--- config.mk ---
export PLATFORM = sky130hd
export DESIGN_NAME = iter_alu
export DESIGN_NICKNAME = d
export VERILOG_FILES = /design/src/rtl/iter_alu.sv
export SDC_FILE = /design/constraint.sdc
export NUM_CORES = 1
export LEC_CHECK = 0
export CORE_MARGIN = 1
export CORE_UTILIZATION = 65
export DETAILED_ROUTE_END_ITERATION = 10
export DONT_BUFFER_PORTS = 1
export GPL_TIMING_DRIVEN = 0
export PLACE_DENSITY_LB_ADDON = 0.1
export SETUP_SLACK_MARGIN = 0.5
export SYNTH_ARGS = -nofsm -noshare
export SYNTH_HDL_FRONTEND = slang
export SYNTH_SLANG_ARGS = --single-unit
--- constraint.sdc ---
create_clock -name clk -period 6.38 [get_ports clk]
set_clock_uncertainty 0.15 [all_clocks]
set_input_delay 0.638 -clock clk [delete_from_list [all_inputs] [get_ports clk]]
set_output_delay 0.638 -clock clk [all_outputs]
set_load 0.01 [all_outputs]
--- src/rtl/iter_alu.sv ---
// Iterative ALU: single-cycle logic/arith/shift ops plus shift-add multiply and restoring divide.
// Optional signed MULH/DIV/REM on opcodes 13-15 when ITER_ALU_SIGNED_MD_EN is defined.
module iter_alu #(
  parameter int WIDTH = 32,
  localparam int SHW = $clog2(WIDTH)
) (
  input  logic             clk,
  input  logic             rst,
  input  logic             in_valid,
  output logic             in_ready,
  input  logic [3:0]       alu_ctl,
  input  logic [WIDTH-1:0] a,
  input  logic [WIDTH-1:0] b,
  output logic             out_valid,
  input  logic             out_ready,
  output logic [WIDTH-1:0] alu_result,
  output logic             zero,
  output logic             busy
);

  localparam int CW = SHW + 1;

  localparam logic [3:0] OP_AND   = 4'd0;
  localparam logic [3:0] OP_OR    = 4'd1;
  localparam logic [3:0] OP_ADD   = 4'd2;
  localparam logic [3:0] OP_XOR   = 4'd3;
  localparam logic [3:0] OP_SLL   = 4'd4;
  localparam logic [3:0] OP_SRL   = 4'd5;
  localparam logic [3:0] OP_SUB   = 4'd6;
  localparam logic [3:0] OP_SLT   = 4'd7;
  localparam logic [3:0] OP_SRA   = 4'd8;
  localparam logic [3:0] OP_MUL   = 4'd9;
  localparam logic [3:0] OP_MULHU = 4'd10;
  localparam logic [3:0] OP_DIVU  = 4'd11;
  localparam logic [3:0] OP_REMU  = 4'd12;
`ifdef ITER_ALU_SIGNED_MD_EN
  localparam logic [3:0] OP_MULH  = 4'd13;
  localparam logic [3:0] OP_DIV   = 4'd14;
  localparam logic [3:0] OP_REM   = 4'd15;
`endif

  typedef enum logic [1:0] {
    S_IDLE,
    S_CALC,
    S_DONE
  } state_t;

  state_t           r_state;
  logic             r_in_ready;
  logic             r_out_valid;
  logic             r_busy;
  logic [WIDTH-1:0] r_result;
  logic             r_zero;
  logic [CW-1:0]    r_cnt;
  logic [3:0]       r_op;
  logic [WIDTH-1:0] r_hi;
  logic [WIDTH-1:0] r_lo;
  logic [WIDTH-1:0] r_d;
`ifdef ITER_ALU_SIGNED_MD_EN
  logic             r_neg;
`endif

  logic [SHW-1:0]   w_shamt;
  logic             w_slt;
  logic [WIDTH-1:0] w_single;
  logic             w_in_iter;
  logic             w_in_div;
  logic [WIDTH-1:0] w_mag_a;
  logic [WIDTH-1:0] w_mag_b;
`ifdef ITER_ALU_SIGNED_MD_EN
  logic             w_in_sgn;
  logic             w_neg;
`endif
  logic             w_is_div;
  logic [WIDTH:0]   w_msum;
  logic [WIDTH:0]   w_shift;
  logic             w_ge;
  logic [WIDTH-1:0] w_rem;
  logic [WIDTH-1:0] w_hi_nxt;
  logic [WIDTH-1:0] w_lo_nxt;
  logic [WIDTH-1:0] w_md_res;

  assign w_shamt = b[SHW-1:0];
  assign w_slt   = $signed(a) < $signed(b);

  always_comb begin
    w_single = '0;
    case (alu_ctl)
      OP_AND: w_single = a & b;
      OP_OR:  w_single = a | b;
      OP_ADD: w_single = a + b;
      OP_XOR: w_single = a ^ b;
      OP_SLL: w_single = a << w_shamt;
      OP_SRL: w_single = a >> w_shamt;
      OP_SUB: w_single = a - b;
      OP_SLT: w_single = {{(WIDTH-1){1'b0}}, w_slt};
      OP_SRA: w_single = $signed(a) >>> w_shamt;
      default: w_single = '0;
    endcase
  end

  always_comb begin
    w_in_iter = 1'b0;
    w_in_div  = 1'b0;
    case (alu_ctl)
      OP_MUL, OP_MULHU: w_in_iter = 1'b1;
      OP_DIVU, OP_REMU: begin
        w_in_iter = 1'b1;
        w_in_div  = 1'b1;
      end
`ifdef ITER_ALU_SIGNED_MD_EN
      OP_MULH: w_in_iter = 1'b1;
      OP_DIV, OP_REM: begin
        w_in_iter = 1'b1;
        w_in_div  = 1'b1;
      end
`endif
      default: begin
        w_in_iter = 1'b0;
        w_in_div  = 1'b0;
      end
    endcase
  end

`ifdef ITER_ALU_SIGNED_MD_EN
  // Signed ops run the unsigned core on magnitudes; r_neg records the final negation.
  assign w_in_sgn = (alu_ctl == OP_MULH) || (alu_ctl == OP_DIV) || (alu_ctl == OP_REM);
  assign w_mag_a  = (w_in_sgn && a[WIDTH-1]) ? (~a + 1'b1) : a;
  assign w_mag_b  = (w_in_sgn && b[WIDTH-1]) ? (~b + 1'b1) : b;

  always_comb begin
    w_neg = 1'b0;
    case (alu_ctl)
      OP_MULH: w_neg = a[WIDTH-1] ^ b[WIDTH-1];
      OP_DIV:  w_neg = (a[WIDTH-1] ^ b[WIDTH-1]) && (b != '0);
      OP_REM:  w_neg = a[WIDTH-1];
      default: w_neg = 1'b0;
    endcase
  end
`else
  assign w_mag_a = a;
  assign w_mag_b = b;
`endif

  always_comb begin
    w_is_div = 1'b0;
    case (r_op)
      OP_DIVU, OP_REMU: w_is_div = 1'b1;
`ifdef ITER_ALU_SIGNED_MD_EN
      OP_DIV, OP_REM:   w_is_div = 1'b1;
`endif
      default:          w_is_div = 1'b0;
    endcase
  end

  // Multiply: {r_hi,r_lo} is the product/multiplier pair shifted right each step.
  // Divide: r_hi is the partial remainder, r_lo shifts dividend out and quotient in.
  assign w_msum  = {1'b0, r_hi} + (r_lo[0] ? {1'b0, r_d} : {(WIDTH+1){1'b0}});
  assign w_shift = {r_hi, r_lo[WIDTH-1]};
  assign w_ge    = w_shift >= {1'b0, r_d};
  assign w_rem   = w_shift[WIDTH-1:0] - r_d;

  always_comb begin
    if (w_is_div) begin
      w_hi_nxt = w_ge ? w_rem : w_shift[WIDTH-1:0];
      w_lo_nxt = {r_lo[WIDTH-2:0], w_ge};
    end else begin
      w_hi_nxt = w_msum[WIDTH:1];
      w_lo_nxt = {w_msum[0], r_lo[WIDTH-1:1]};
    end
  end

  always_comb begin
    w_md_res = '0;
    case (r_op)
      OP_MUL, OP_DIVU:  w_md_res = w_lo_nxt;
      OP_MULHU, OP_REMU: w_md_res = w_hi_nxt;
`ifdef ITER_ALU_SIGNED_MD_EN
      // High half of the negated 2*WIDTH product: carry in only when the low half is zero.
      OP_MULH: w_md_res = r_neg ? (~w_hi_nxt + {{(WIDTH-1){1'b0}}, (w_lo_nxt == '0)}) : w_hi_nxt;
      OP_DIV:  w_md_res = r_neg ? (~w_lo_nxt + 1'b1) : w_lo_nxt;
      OP_REM:  w_md_res = r_neg ? (~w_hi_nxt + 1'b1) : w_hi_nxt;
`endif
      default: w_md_res = '0;
    endcase
  end

  always_ff @(posedge clk or posedge rst) begin
    if (rst) begin
      r_state     <= S_IDLE;
      r_in_ready  <= 1'b1;
      r_out_valid <= 1'b0;
      r_busy      <= 1'b0;
      r_result    <= '0;
      r_zero      <= 1'b1;
      r_cnt       <= '0;
      r_op        <= '0;
      r_hi        <= '0;
      r_lo        <= '0;
      r_d         <= '0;
`ifdef ITER_ALU_SIGNED_MD_EN
      r_neg       <= 1'b0;
`endif
    end else begin
      case (r_state)
        S_IDLE: begin
          if (in_valid && r_in_ready) begin
            r_op       <= alu_ctl;
            r_in_ready <= 1'b0;
            if (w_in_iter) begin
              r_hi    <= '0;
              r_lo    <= w_in_div ? w_mag_a : w_mag_b;
              r_d     <= w_in_div ? w_mag_b : w_mag_a;
              r_cnt   <= CW'(WIDTH);
              r_busy  <= 1'b1;
              r_state <= S_CALC;
`ifdef ITER_ALU_SIGNED_MD_EN
              r_neg   <= w_neg;
`endif
            end else begin
              r_result    <= w_single;
              r_zero      <= (w_single == '0);
              r_out_valid <= 1'b1;
              r_state     <= S_DONE;
            end
          end
        end
        S_CALC: begin
          r_hi  <= w_hi_nxt;
          r_lo  <= w_lo_nxt;
          r_cnt <= r_cnt - 1'b1;
          if (r_cnt == CW'(1)) begin
            r_result    <= w_md_res;
            r_zero      <= (w_md_res == '0);
            r_out_valid <= 1'b1;
            r_busy      <= 1'b0;
            r_state     <= S_DONE;
          end
        end
        S_DONE: begin
          if (out_ready) begin
            r_out_valid <= 1'b0;
            r_in_ready  <= 1'b1;
            r_state     <= S_IDLE;
          end
        end
        default: begin
          r_state     <= S_IDLE;
          r_in_ready  <= 1'b1;
          r_out_valid <= 1'b0;
          r_busy      <= 1'b0;
        end
      endcase
    end
  end

  assign in_ready   = r_in_ready;
  assign out_valid  = r_out_valid;
  assign alu_result = r_result;
  assign zero       = r_zero;
  assign busy       = r_busy;

endmodule
==> summary.md, run 1 <==
| Metric | Value |
|---|---|
| Max clock buf depth | 2 |
| Compound-Gate Fraction of Synth Area | roughly 30% |
| First Err | [ERROR GRT-0116] Global routing finished with congestion. Check the congestion regions in the DRC Viewer. |
| Die Y-Extent | roughly 190 µm |
| Area leader, netlist | dfrtp_1 |
| TritonCTS buffer count | 17 |
| Sequential-to-total area share from yosys stat | about 16% |
| Area contributors post-synth | dfrtp_1, ha_1, nand2_1 |
| Number of library cell types mapped by synthesis | just over 100 |
| Pin count of the biggest net entering global routing | 101 |
| Xor and xnor area share after synthesis | approximately 2.5% |
| Root buffer cell | clkbuf_16 |
| Seq cells post-synth | ~140 |
| Status | stopped before the end |
| Post-synth ARST share | 100.0% |
| # IOs | between 100 and 150 |
| Vias in the first global route | 29400 |
| Largest family of logic cells by synthesized area | compound AO/OA/AOI/OAI gates |
| Syn_nets | around 3400 |
| GRT Residual Overflow | 1 |
| Synth cell count leaders | nand2_1, nor2_1, a21oi_1, o21ai_0, clkbuf_1 |
| Synth Area in Simple Gates | around 22% |
| Total Routing Usage GR | 72.02% |
| Hpwl dp | 92.95 mm |
| # clock sinks | 144 |
| First-pass GRT wire length | ~190 mm |
| H-tree levels | 4 |
| Mapped Area | about 23000 µm² |
| Yosys warning count | 0 |
| Port bufs | 0 |
| Starting density of the core | 66.61% |
| Rows | 67 |
| Post-Synth Adder-Cell Area | just over 10% |
| Placed inst area | 23120 µm² |
| Top-count cell post-synth | nand2_1 |
| Pre-CTS setup slack | -599.8 ps |
| Synth top area share | between 15 and 20% |
| Die W | between 150 and 200 µm |
| Routability-driven placement congestion ratio | 1.332 |
| Multiplexer share of the synthesized area | roughly an eighth |
| Top FF cell, synth | dfrtp_1 |
| Syn avg cell area | 7.259 µm² |
| Failed at | global routing (5_1_grt) |
| Mapped Cells | 3100 |
| Number of synthesized flops with an enable pin | 0 |
-- through the flow --
stage | hold slack, ps | instances
floorplan | 313.2 | 3100
global placement | 334.3 | 3548
CTS | 124.1 | 3584
detailed placement | 342.9 | 3551
-- repair_timing --
item | in CTS
hold endpoints to repair | 43
gates resized for setup | 3
setup endpoints to repair | 1
setup buffers | 0
hold buffers | 1
-- cells by family after synthesis --
logic type	Yosys count
AOI/OAI and AO/OA	1042
xor gates and xnor gates	63
adders and majority gates	179
buffers and inverters	391
DFF	144
muxes	198
and+or+nand+nor	1083
-- routing by layer --
layer / global-route usage [%] / GRT overflow
met2: 90.60 / 0
met4: 68.64 / 1
met3: 52.05 / 0
met5: 21.43 / 0
met1: 74.80 / 0
==> inputs of run 2 (changes only) <==
CORE_UTILIZATION = 40   (was 65)
PLACE_DENSITY_LB_ADDON = 0.15   (was 0.1)
SETUP_SLACK_MARGIN = not set   (was 0.5)
==> run 2 against run 1 <==
The flow now finishes, with violations (max-capacitance violations, max-slew violations, negative setup slack). Synthesized cell count did not move. Area after synthesis did not move.
==> summary.md, run 2 <==
| Metric | Value |
|---|---|
| Mapped Cells | 3100 (unchanged) |
| Setup ws final | -198.6 ps |
| Synth cell count leaders | nand2_1, nor2_1, a21oi_1, o21ai_0, clkbuf_1 |
| # clock sinks | 144 (unchanged) |
| Yosys warning count | 0 (unchanged) |
| Root buffer cell | clkbuf_16 |
| Critical Path RT | 6630 ps |
| Worst setup EP type | flip-flop |
| Multiplexer share of the synthesized area | 11.99% (unchanged) |
| R2R Path End | zero$_DFFE_PP1P_ |
| # IOs | 108 (unchanged) |
| H-tree levels | 4 (unchanged) |
| Hpwl dp | 113.4 mm (+22%) |
| Failing checks | max-capacitance violations, max-slew violations, negative setup slack |
| Share of cells above drive strength 1 | 6.624% |
| Hold Path End | in_ready$_DFFE_PP1P_ |
| Final Hold Fails | 0 |
| Die W | 239.2 µm (+27%) |
| Synth-to-layout area growth | 7.595% |
| Unrepaired setup endpoints after global routing | no |
| Fin nets | between 3000 and 4000 |
| Worst-path fanout max | 10 |
| Setup CP Type | input port to flip-flop |
| Placed inst area | 23540 µm² (+1.8%) |
| Setup bufs post-CTS | 0 (unchanged) |
| Number of synthesized flops with an enable pin | 0 (unchanged) |
| Routability-driven placement congestion ratio | 1.140 (-14%) |
| Vias in the first global route | about 26000 |
| Reg2Reg Depth | 15 |
| Hold Crit Depth | 1 |
| Worst Hold Class | input port to flip-flop |
| Rows | 86 (+28%) |
| Top-count cell post-synth | nand2_1 |
| Syn avg cell area | 7.259 µm² (unchanged) |
| First-pass GRT wire length | around 200 mm |
| Residual DRC | 0 |
| Max-Cap Viols | 3 |
| Pin count of the biggest net entering global routing | 93 |
| Commonest non-fill, non-tap cell in the layout | nand2_1 |
| Most frequent cells in the layout | nand2_1, nor2_1, a21oi_1, o21ai_0, clkbuf_1 |
| Final Cell Area | 24210 µm² |
| Seq cells post-synth | 144 (unchanged) |
| WL/cell | around 36 µm |
| Synth Area in Simple Gates | 22.41% (unchanged) |
| Area leader, netlist | dfrtp_1 |
| GRT Residual Overflow | 0 |
| Die area | between 50000 and 60000 µm² |
| RR Startpoint | r_hi[25]$_DFFE_PP0P_ |
| Max stage delay on crit path | 780 ps |
| F_max | about 150 MHz |
| Total number of vias | about 28000 |
| Compound-Gate Fraction of Synth Area | 30.16% (unchanged) |
| Largest family of logic cells by synthesized area | compound AO/OA/AOI/OAI gates |
| Slowest cell on the critical path | a221oi_1 |
| DRT Wirelength | roughly 140 mm |
| CTS tree | yes |
| Port bufs | 0 (unchanged) |
| Antenna Nets Post-Route | 0 |
| TritonCTS buffer count | 17 (unchanged) |
| Max Slew Vio Count | 6 |
| Synth top area share | 15.79% (unchanged) |
| Post-synth ARST share | 100.0% (unchanged) |
| Status | finished, violations left |
| Leakage power | 10.14 nW |
| Max clock buf depth | 2 (unchanged) |
| Number of antenna violations at the first check in global routing | 11 |
| Starting density of the core | 40.69% (-26 points) |
| Via/cell ratio | 7.154 |
| Syn_nets | 3351 (unchanged) |
| Sequential-to-total area share from yosys stat | 16.02% (unchanged) |
| Number of library cell types mapped by synthesis | 101 (unchanged) |
| Worst VDD drop | about 370 µV |
| Power density over cell area | 447.1 nW/µm² |
| Worst Min Path Start | in_valid |
| Post-Synth Adder-Cell Area | 10.09% (unchanged) |
| Reg2Reg Setup Slack | slightly below 800 ps |
| Worst setup SP type | input port |
| Slew Limit Headroom | -6.218% |
| Final setup vio count | 1 |
| Core Region | approximately 55000 µm² |
| Clk_lat worst skew | 460 ps |
| Mapped Area | 22500 µm² (unchanged) |
| Period utilization | 103.1% |
| Pre-antenna DRT Iters | 9 |
| Xor and xnor area share after synthesis | 2.452% (unchanged) |
| Tot Pwr | roughly 11 mW |
| Worst-margin pin slew | 1568 ps |
| Die Y-Extent | 239.2 µm (+27%) |
| Total Routing Usage GR | about half |
| Initial DRC Count | 4842 |
| CP cell instances | buf_2, clkbuf_1, clkbuf_1, buf_1, buf_1, o21ai_0, nand2_1, nand4_1, a221oi_1, o211ai_1, nor4_1, nand4_1, nor4_1, a221o_1 |
| Top FF cell, synth | dfrtp_1 |
| Tmin final | approximately 6600 ps |
| Area contributors post-synth | dfrtp_1, ha_1, nand2_1 |
| Arrival @ worst endpoint | 6830 ps |
| Reg clk slew, reported paths | 70 ps |
[run 2: cell families after synthesis]
family                     after synthesis
and+or+nand+nor                       1083
AOI/OAI and AO/OA                     1042
buffers and inverters                  391
muxes                                  198
adders and majority gates              179
DFF                                    144
xor gates and xnor gates                63
[run 2: worst max-delay path by stage]
stage | startpoint | cells past startpoint | end | slack, ps
floorplan | b[1] | 18 | zero$_DFFE_PP1P_ | 1390
global placement | b[1] | 18 | zero$_DFFE_PP1P_ | -1150
detailed placement | b[1] | 18 | zero$_DFFE_PP1P_ | -1030
CTS | b[3] | 17 | zero$_DFFE_PP1P_ | 190
global route | b[3] | 17 | zero$_DFFE_PP1P_ | 10
finish | b[3] | 14 | zero$_DFFE_PP1P_ | -200
[run 2: cell type report]
type	instances	area [µm²]
buffer	239	973.4
clock buffer	18	439.2
tap	748	935.9
clock inverter	14	166.4
sequential	144	3606
fill	5868	31100
timing repair buffer	9	82.58
inverter	151	574.3
antenna	16	40.04
multi-input combinational	2565	17390
[run 2: per-stage QoR]
step / setup WS [ps] / utilization [%] / instances / hold WS (ps) / setup TNS, ps
4_1_cts: 186.4 / 43.68 / 3887 / 110.7 / 0
6_report: -198.6 / 43.78 / 3904 / 114.8 / -198.6
3_3_place_gp: -1148 / 42.38 / 3848 / 343.4 / -2048
5_1_grt: 11.06 / 43.73 / 3894 / 121.9 / 0
2_1_floorplan: 1385 / - / 3100 / 313.2 / 0
3_5_place_dp: -1030 / 42.56 / 3855 / 350.4 / -1069
[run 2: power by group]
part / switching, mW / leakage, nW / total, mW / internal [mW]
Combinational: 5.36 / 8.05 / 7.83 / 2.47
Clock: 0.474 / 0.289 / 1.07 / 0.599
Sequential: 0.574 / 1.80 / 1.92 / 1.35
Total: 6.41 / 10.1 / 10.8 / 4.42
[run 2: routing by layer]
metal / GRT usage, % / wire length, µm
met1: 56.26 / 50620
met2: 73.26 / 59010
met3: 18.20 / 17980
met4: 38.87 / 14430
met5: 0 / 70
[run 2: repair_timing]
action | in CTS | in global routing
endpoints found under the setup margin | 1 | 0
gates resized for setup | 2 | 0
hold buffers | 1 | 0
endpoints found under the hold margin | 51 | 0
[run 2: worst max-delay path, delay by kind of cell]
family,cells,cell delay [ps]
and+or+nand+nor,5,1350
buffers and inverters,5,3200
AOI/OAI and AO/OA,4,1610
Note: power is estimated with default switching activity, not from simulation.
